--- config.mk ---
export PLATFORM = sky130hd
export DESIGN_NAME = riscv_regfile_param
export DESIGN_NICKNAME = d
export VERILOG_FILES = /design/src/rtl/riscv_regfile_param.sv
export SDC_FILE = /design/constraint.sdc
export NUM_CORES = 1
export LEC_CHECK = 0
export CAP_MARGIN = 20
export CELL_PAD_IN_SITES_DETAIL_PLACEMENT = 1
export CELL_PAD_IN_SITES_GLOBAL_PLACEMENT = 1
export CORE_UTILIZATION = 35
export DETAILED_ROUTE_END_ITERATION = 10
export PLACE_DENSITY = 0.66
export REMOVE_ABC_BUFFERS = 1
export SYNTH_ARGS = -nofsm -noshare
export SYNTH_HDL_FRONTEND = slang
export SYNTH_SLANG_ARGS = --single-unit
--- constraint.sdc ---
create_clock -name Clk -period 4.4 [get_ports Clk]
set_input_delay 0.88 -clock Clk [delete_from_list [all_inputs] [get_ports Clk]]
set_output_delay 0.88 -clock Clk [all_outputs]
set_load 0.02 [all_outputs]
--- src/rtl/riscv_regfile_param.sv ---
// Parametrised register file: NUM_RD combinational read ports, one write port, sequential clear engine.
// Optional pending-writer scoreboard enabled by defining RISCV_REGFILE_SCOREBOARD_EN.
module riscv_regfile_param #(
  parameter int DATA_W = 32,
  parameter int ADDR_W = 5,
  parameter int NUM_RD = 2
) (
  input  logic                     Clk,
  input  logic                     Rst_n,
  input  logic                     WE,
  input  logic [ADDR_W-1:0]        WAdr,
  input  logic [DATA_W-1:0]        Din,
  input  logic [NUM_RD*ADDR_W-1:0] RAdr,
  output logic [NUM_RD*DATA_W-1:0] RData,
  input  logic                     ClrReq,
  output logic                     Busy,
  input  logic                     SetPend,
  input  logic [ADDR_W-1:0]        SetAdr,
  output logic [NUM_RD-1:0]        Pend
);

  localparam int DEPTH = 1 << ADDR_W;
  localparam logic [ADDR_W:0] LAST = (ADDR_W+1)'(DEPTH - 1);

  typedef enum logic {CLEAR, IDLE} state_t;

  state_t            state;
  logic [ADDR_W:0]   cnt;
  logic              busy;
  logic [DATA_W-1:0] mem [DEPTH];
  logic              wr_ok;

  assign Busy  = busy;
  assign wr_ok = WE && !busy && (WAdr != '0);

  always_ff @(posedge Clk or negedge Rst_n) begin
    if (!Rst_n) begin
      state <= CLEAR;
      cnt   <= '0;
      busy  <= 1'b1;
    end else begin
      case (state)
        CLEAR: begin
          if (cnt == LAST) begin
            state <= IDLE;
            busy  <= 1'b0;
            cnt   <= '0;
          end else begin
            cnt <= cnt + 1'b1;
          end
        end
        IDLE: begin
          if (ClrReq) begin
            state <= CLEAR;
            busy  <= 1'b1;
            cnt   <= '0;
          end
        end
        default: begin
          state <= CLEAR;
          busy  <= 1'b1;
          cnt   <= '0;
        end
      endcase
    end
  end

  // Storage has no reset; the clear sweep is the only thing that zeroes it.
  always_ff @(posedge Clk) begin
    if (busy)
      mem[cnt[ADDR_W-1:0]] <= '0;
    else if (wr_ok)
      mem[WAdr] <= Din;
  end

  always_comb begin
    RData = '0;
    for (int unsigned i = 0; i < NUM_RD; i++) begin
      logic [ADDR_W-1:0] ra;
      ra = RAdr[i*ADDR_W +: ADDR_W];
      if (ra == '0 || busy)
        RData[i*DATA_W +: DATA_W] = '0;
      else if (WE && WAdr == ra)
        RData[i*DATA_W +: DATA_W] = Din;
      else
        RData[i*DATA_W +: DATA_W] = mem[ra];
    end
  end

`ifdef RISCV_REGFILE_SCOREBOARD_EN
  logic [DEPTH-1:0] pend;

  // Set is applied after the write-clear so a same-cycle newer producer wins.
  always_ff @(posedge Clk or negedge Rst_n) begin
    if (!Rst_n) begin
      pend <= '0;
    end else if (state == IDLE && ClrReq) begin
      pend <= '0;
    end else begin
      if (wr_ok)
        pend[WAdr] <= 1'b0;
      if (SetPend && SetAdr != '0 && !busy)
        pend[SetAdr] <= 1'b1;
    end
  end

  always_comb begin
    Pend = '0;
    for (int unsigned i = 0; i < NUM_RD; i++) begin
      logic [ADDR_W-1:0] ra;
      ra = RAdr[i*ADDR_W +: ADDR_W];
      Pend[i] = pend[ra] && !(wr_ok && WAdr == ra) && (ra != '0);
    end
  end
`else
  logic unused_sb;
  assign unused_sb = ^{SetPend, SetAdr};
  assign Pend      = '0;
`endif

endmodule

-- Yosys cells after proc, flatten, opt, wreduce, memory -nomap -nowiden
Memory sizes are Yosys's and may differ from the RTL's.
Index checks and enable logic that the tools add are counted.
- equality and inequality tests: 5
- add/subtract/negate cells: 1
- muxes and demuxes: 21
- reduce and logical (&&, ||, !) cells: 12
- bitwise operators: 1
- operators by type and width (operator ; number):
    $mux W32 ; 5
    $reduce_or A32 Y1 ; 1
    $mux W6 ; 2
    $pmux W6 S2 ; 1
    $eq A5 B5 Y1 ; 2
    $logic_not A5 Y1 ; 2
    $mux W1 ; 10
    $add A6 B1 Y6 const B ; 1
    $eq A6 B5 Y1 const B ; 1
    $mux W5 ; 1
    $reduce_bool A5 Y1 ; 1
    $logic_and A1 B1 Y1 ; 4
    $ne A2 B2 Y1 const B ; 2
    $pmux W1 S2 ; 2
    $logic_or A1 B1 Y1 ; 2
    $reduce_and A2 Y1 ; 1
    $logic_not A1 Y1 ; 1
    $not A1 Y1 ; 1
- register bits after elaboration: 8
- RAM bits: 1024
- memories kept: 1
- input port bits: 57
- output and inout port bits: 67
- word-level logic and storage cells: 44
- memory list (memory ; depth ; width ; rd ports ; clocked after memory_dff ; write ports ; RTL line ; source):
    mem ; 32 ; 32 ; 2 ; 0 ; 1 ; 30 ; logic [DATA_W-1:0] mem [DEPTH];

-- Logic depth before layout (Yosys ltp)
- word-level depth: 8
- depth in mapped cells: 9
- mapped depth without buffers: 5

-- Worst setup path before layout
OpenSTA, ideal clock, no wires.
- kind: input port to flip-flop
- from: input port WAdr[2]
- to: memory mem[22][0], enable pin
- stages: 7
- setup time: 0.421 ns
- arrival: 3.533 ns
- path buffers: 2
- required time: 3.979 ns
- path slack: 0.446 ns
- cells stage by stage: clkbuf_1 > nor4_1 > a211oi_2 > buf_2 > mux2i_1 > nand2_1 > nor2_1
- cells in the longest elaborated chain, start to end: 7
- ends and longest elaborated chain (what ; RTL line ; source):
    from (decl) ; 11 ; input logic [ADDR_W-1:0] WAdr,
    $reduce_bool A5 Y1 ; 34 ; assign wr_ok = WE && !busy && (WAdr != '0);
    $logic_and A1 B1 Y1 ; 34 ;
    $mux W1 ; 72 ; else if (wr_ok)
    $mux W1 ; 70 ; if (busy)
    $mux W1 (implied by the code) ; 73 ; mem[WAdr] <= Din;
    $reduce_or A32 Y1 (no source line) ; n/a ;
    $mux W5 (no source line) or $mux W1 (tied branches) ; n/a ;
    to (decl) ; 30 ;
Several ways; a longest one is shown, not always the timed one.

-- Worst setup path in the final report
- from: input port RAdr[5]
- to: output port RData[62]
- cells in the longest elaborated chain, start to end: 4
- ends and longest elaborated chain (what ; RTL line ; source):
    from (decl) ; 13 ; input logic [NUM_RD*ADDR_W-1:0] RAdr,
    branches (longest 3 deep; another with $mem_v2 Z32 W32) ; n/a ;
    $mux W32 (*) ; 81 ; if (ra == '0 || busy)
    to (decl) ; 14 ; output logic [NUM_RD*DATA_W-1:0] RData,
Every way passes the cells marked *.

==> results.json <==
{
  "fmax_ghz": 0.229,
  "crit_slowest_cell": "mux4_2",
  "grt_pass1_wl_mm": 245,
  "nNetsFinal": 3154,
  "yosysSeqAreaShare_pct": 63.0,
  "synth_seq_cells": 1032,
  "coreArea_um2": 139000,
  "hold_slack_ps": 435,
  "synth_edf_count": 1024,
  "avgSynthCellArea_um2": 17.6,
  "async_flop_share_pct": 0.775,
  "clk_pin_slew_ps": 60,
  "hold_violations": 0,
  "fin_crit_sh_pct": 99.2,
  "synthFlopType": "edfxtp_1",
  "startpoint_type": "input port",
  "place_area_um2": 55100,
  "drv_slew": 0,
  "routed-via-count": 31400,
  "viasPerCell": 6.20,
  "layout-area-overhead-vs-synth_pct": 19.6,
  "synth_cells": 2790,
  "post_drt_wl_per_cell_um": 34.1,
  "num_antenna_cells": 0,
  "layout_min_cycle_time_ps": 4360,
  "path_cells": "buf_8 -> buf_8 -> mux4_2 -> mux2i_1 -> nor2_1 -> a211oi_2 -> a2111oi_2 -> buf_4 -> clkdlybuf4s50_1",
  "cts.sink_count": 1032,
  "end_kind": "output pin",
  "holdBufCountCts": 0,
  "grt_setup_unrepaired": "true",
  "critPathMaxFanout": 18,
  "drive_above_1_share_pct": 30.7,
  "layout_setup_ws_ps": 36.2,
  "cp_data_required_time_ps": 3520,
  "min_path_type": "input port to asynchronous set/reset pin",
  "grt_max_degree": 45,
  "synthSimpleGateAreaFrac_pct": 2.84,
  "cellLeakagePower_nw": 19.5,
  "hpwlAfterDp_mm": 109,
  "synthAdderAreaFrac_pct": 0.0254,
  "ys_warn_count": 0,
  "gp_congestion": 0.850,
  "numCtsBuffers": 111,
  "critPathArrivalTime_ps": 3480,
  "outcome": "finished, final reports clean",
  "grt_usage_pct": 24.2,
  "die_width_um": 377,
  "clkLatencyLatePin_ps": 760,
  "drc": 0,
  "max_slew_margin_pct": 28.3,
  "htree_levels": 3,
  "synth_cell_types": 54,
  "synth_area_um2": 49200,
  "crit_path_frequent_cell": "buf_8",
  "finalInstanceArea_um2": 58800,
  "drt-total-wl_mm": 173,
  "worstMarginPinSlew_ps": 1070,
  "root_buffer": "clkbuf_16",
  "place_ws_ps": -424,
  "yosys.area.top_type": "edfxtp_1",
  "synthXorXnorAreaFrac_pct": 0.178,
  "grtUsageMet2_pct": 41.2,
  "cts_tree": "built",
  "first_pass_iters": 6,
  "pwr_density_cell_nw_per_um2": 413,
  "start_util_pct": 35.3,
  "synth_compound_area_share_pct": 8.01,
  "synth_top_area_share_pct": 62.5,
  "cp_top_family": "buffers and inverters",
  "cap_violations": 0,
  "ys_top_cells_by_area": "edfxtp_1, mux4_2, mux2i_1, a221oi_1, mux2_2",
  "synthMuxAreaShare_pct": 23.1,
  "crit_buf_inv": 4,
  "max_stage_delay_ps": 530,
  "top_usage_layer": "met2",
  "drtAntennaViolNets": 0,
  "p_total_w": 0.0243,
  "die_h_um": 377,
  "rows": 137,
  "utilization_pct": 42.2,
  "grt.met3_usage_pct": 3.64,
  "path_class": "input port to output pin",
  "fin_skew_ps": 33.5,
  "synth_top_family_by_area": "multiplexers",
  "antenna_found_initial": 3,
  "drt-initial-drc-count": 3131,
  "irDropWorstVdd_v": 0.000337,
  "grt_use_met1_pct": 30.5,
  "cts_buffer_depth": 3,
  "reg2reg_slack_ps": 1390,
  "io_buffers": 115,
  "grt_pass1_vias": 33300,
  "io-pin-count": 124,
  "setup_viol": 0,
  "overflow": 0,
  "die_area_um2": 142000
}
==> kinds of logic after synthesis <==
| group | count (synthesis) |
|---|---|
| flops | 1032 |
| mux | 679 |
| compound gates | 524 |
| simple gates | 296 |
| buf+inv | 247 |
| xor+xnor | 10 |
| fa+ha+maj | 1 |
| other cells | 1 |
==> registers in the layout, indices dropped and copies added (netlist names) <==
register and flops:
Busy 1, cnt 6, mem 1024, state 1
==> path summary, 6_finish.rpt <==
path                                         start                     to  depth (start not counted)
max in group asynchronous                    Rst_n       Busy$_DFFE_PN1P_                          1
worst min-delay path                         Rst_n     cnt[5]$_DFFE_PN0P_                          1
worst max register to register    Busy$_DFFE_PN1P_  mem[18][22]$_DFFE_PP_                          6
worst max-delay path                       RAdr[5]              RData[62]                          9
worst min register to register  cnt[1]$_DFFE_PN0P_     cnt[1]$_DFFE_PN0P_                          2
min in group Clk                cnt[1]$_DFFE_PN0P_     cnt[1]$_DFFE_PN0P_                          2
==> where the power goes <==
part | total [W] | internal [W] | switching [W]
logic | 0.00346 | 0.00135 | 0.00211
registers | 0.0116 | 0.0113 | 0.000230
clock network | 0.00929 | 0.00519 | 0.00410
==> what timing repair did <==
| item | CTS | global route |
|---|---|---|
| endpoints found under the hold margin | 0 | 0 |
| gates resized for setup | 24 | 24 |
| pin swaps | 2 | 0 |
| endpoints found under the setup margin | 25 | 22 |
| setup buffers | 1 | 2 |
==> layer usage <==
layer  up-vias  wire length, µm
li1      12600                -
met1     16900            66400
met2      1574            86500
met3       378            12100
met4         2             7840
met5         -               13
==> cell usage after synthesis (45+ instances only) <==
cell type     n
o21ai_1      57
edfxtp_1   1024
nor2_1      105
a22oi_1      95
a221oi_1    126
mux2i_1     260
a221o_1      62
nand2_1      63
o21ai_0      45
mux2_2       64
clkbuf_1     96
buf_2        71
mux4_2      339
==> layout make-up <==
| type | instances | area (µm²) |
|---|---|---|
| Fill cell | 13400 | 80500 |
| Sequential cell | 1032 | 31000 |
| Multi-Input combinational cell | 1512 | 17200 |
| Timing Repair Buffer | 429 | 4710 |
| Clock buffer | 132 | 2860 |
| Tap cell | 1876 | 2350 |
| Clock inverter | 73 | 716 |
| Inverter | 10 | 40.0 |
==> through the flow <==
step           cells  setup TNS [ps]
6_report        5064               0
5_1_grt         5064           -22.2
4_1_cts         5062               0
3_5_place_dp    4856           -1950
3_3_place_gp    4855           -2450
2_1_floorplan   2554          -55260
==> cells in the final DEF (no fill, tap or decap), drive strengths merged, types with 58 or more instances in the layout <==
| cell type | Yosys | routed |
|---|---|---|
| clkinv | 1 | 58 |
| a221oi | 126 | 126 |
| mux2 | 64 | 64 |
| clkbuf | 96 | 132 |
| nor2 | 105 | 105 |
| mux2i | 260 | 260 |
| buf | 141 | 354 |
| o21ai | 102 | 102 |
| a221o | 62 | 62 |
| nand2 | 63 | 63 |
| edfxtp | 1024 | 1024 |
| mux4 | 355 | 355 |
| a22oi | 95 | 95 |
==> worst reg2reg max path, delay by kind of cell (launching register included) <==
family	cells	cell delay, ps
AO/OA/AOI/OAI	2	860
buffers and inverters	2	850
flip-flops	1	460
AND/OR/NAND/NOR	2	450
Note: power is estimated with default switching activity, not from simulation.
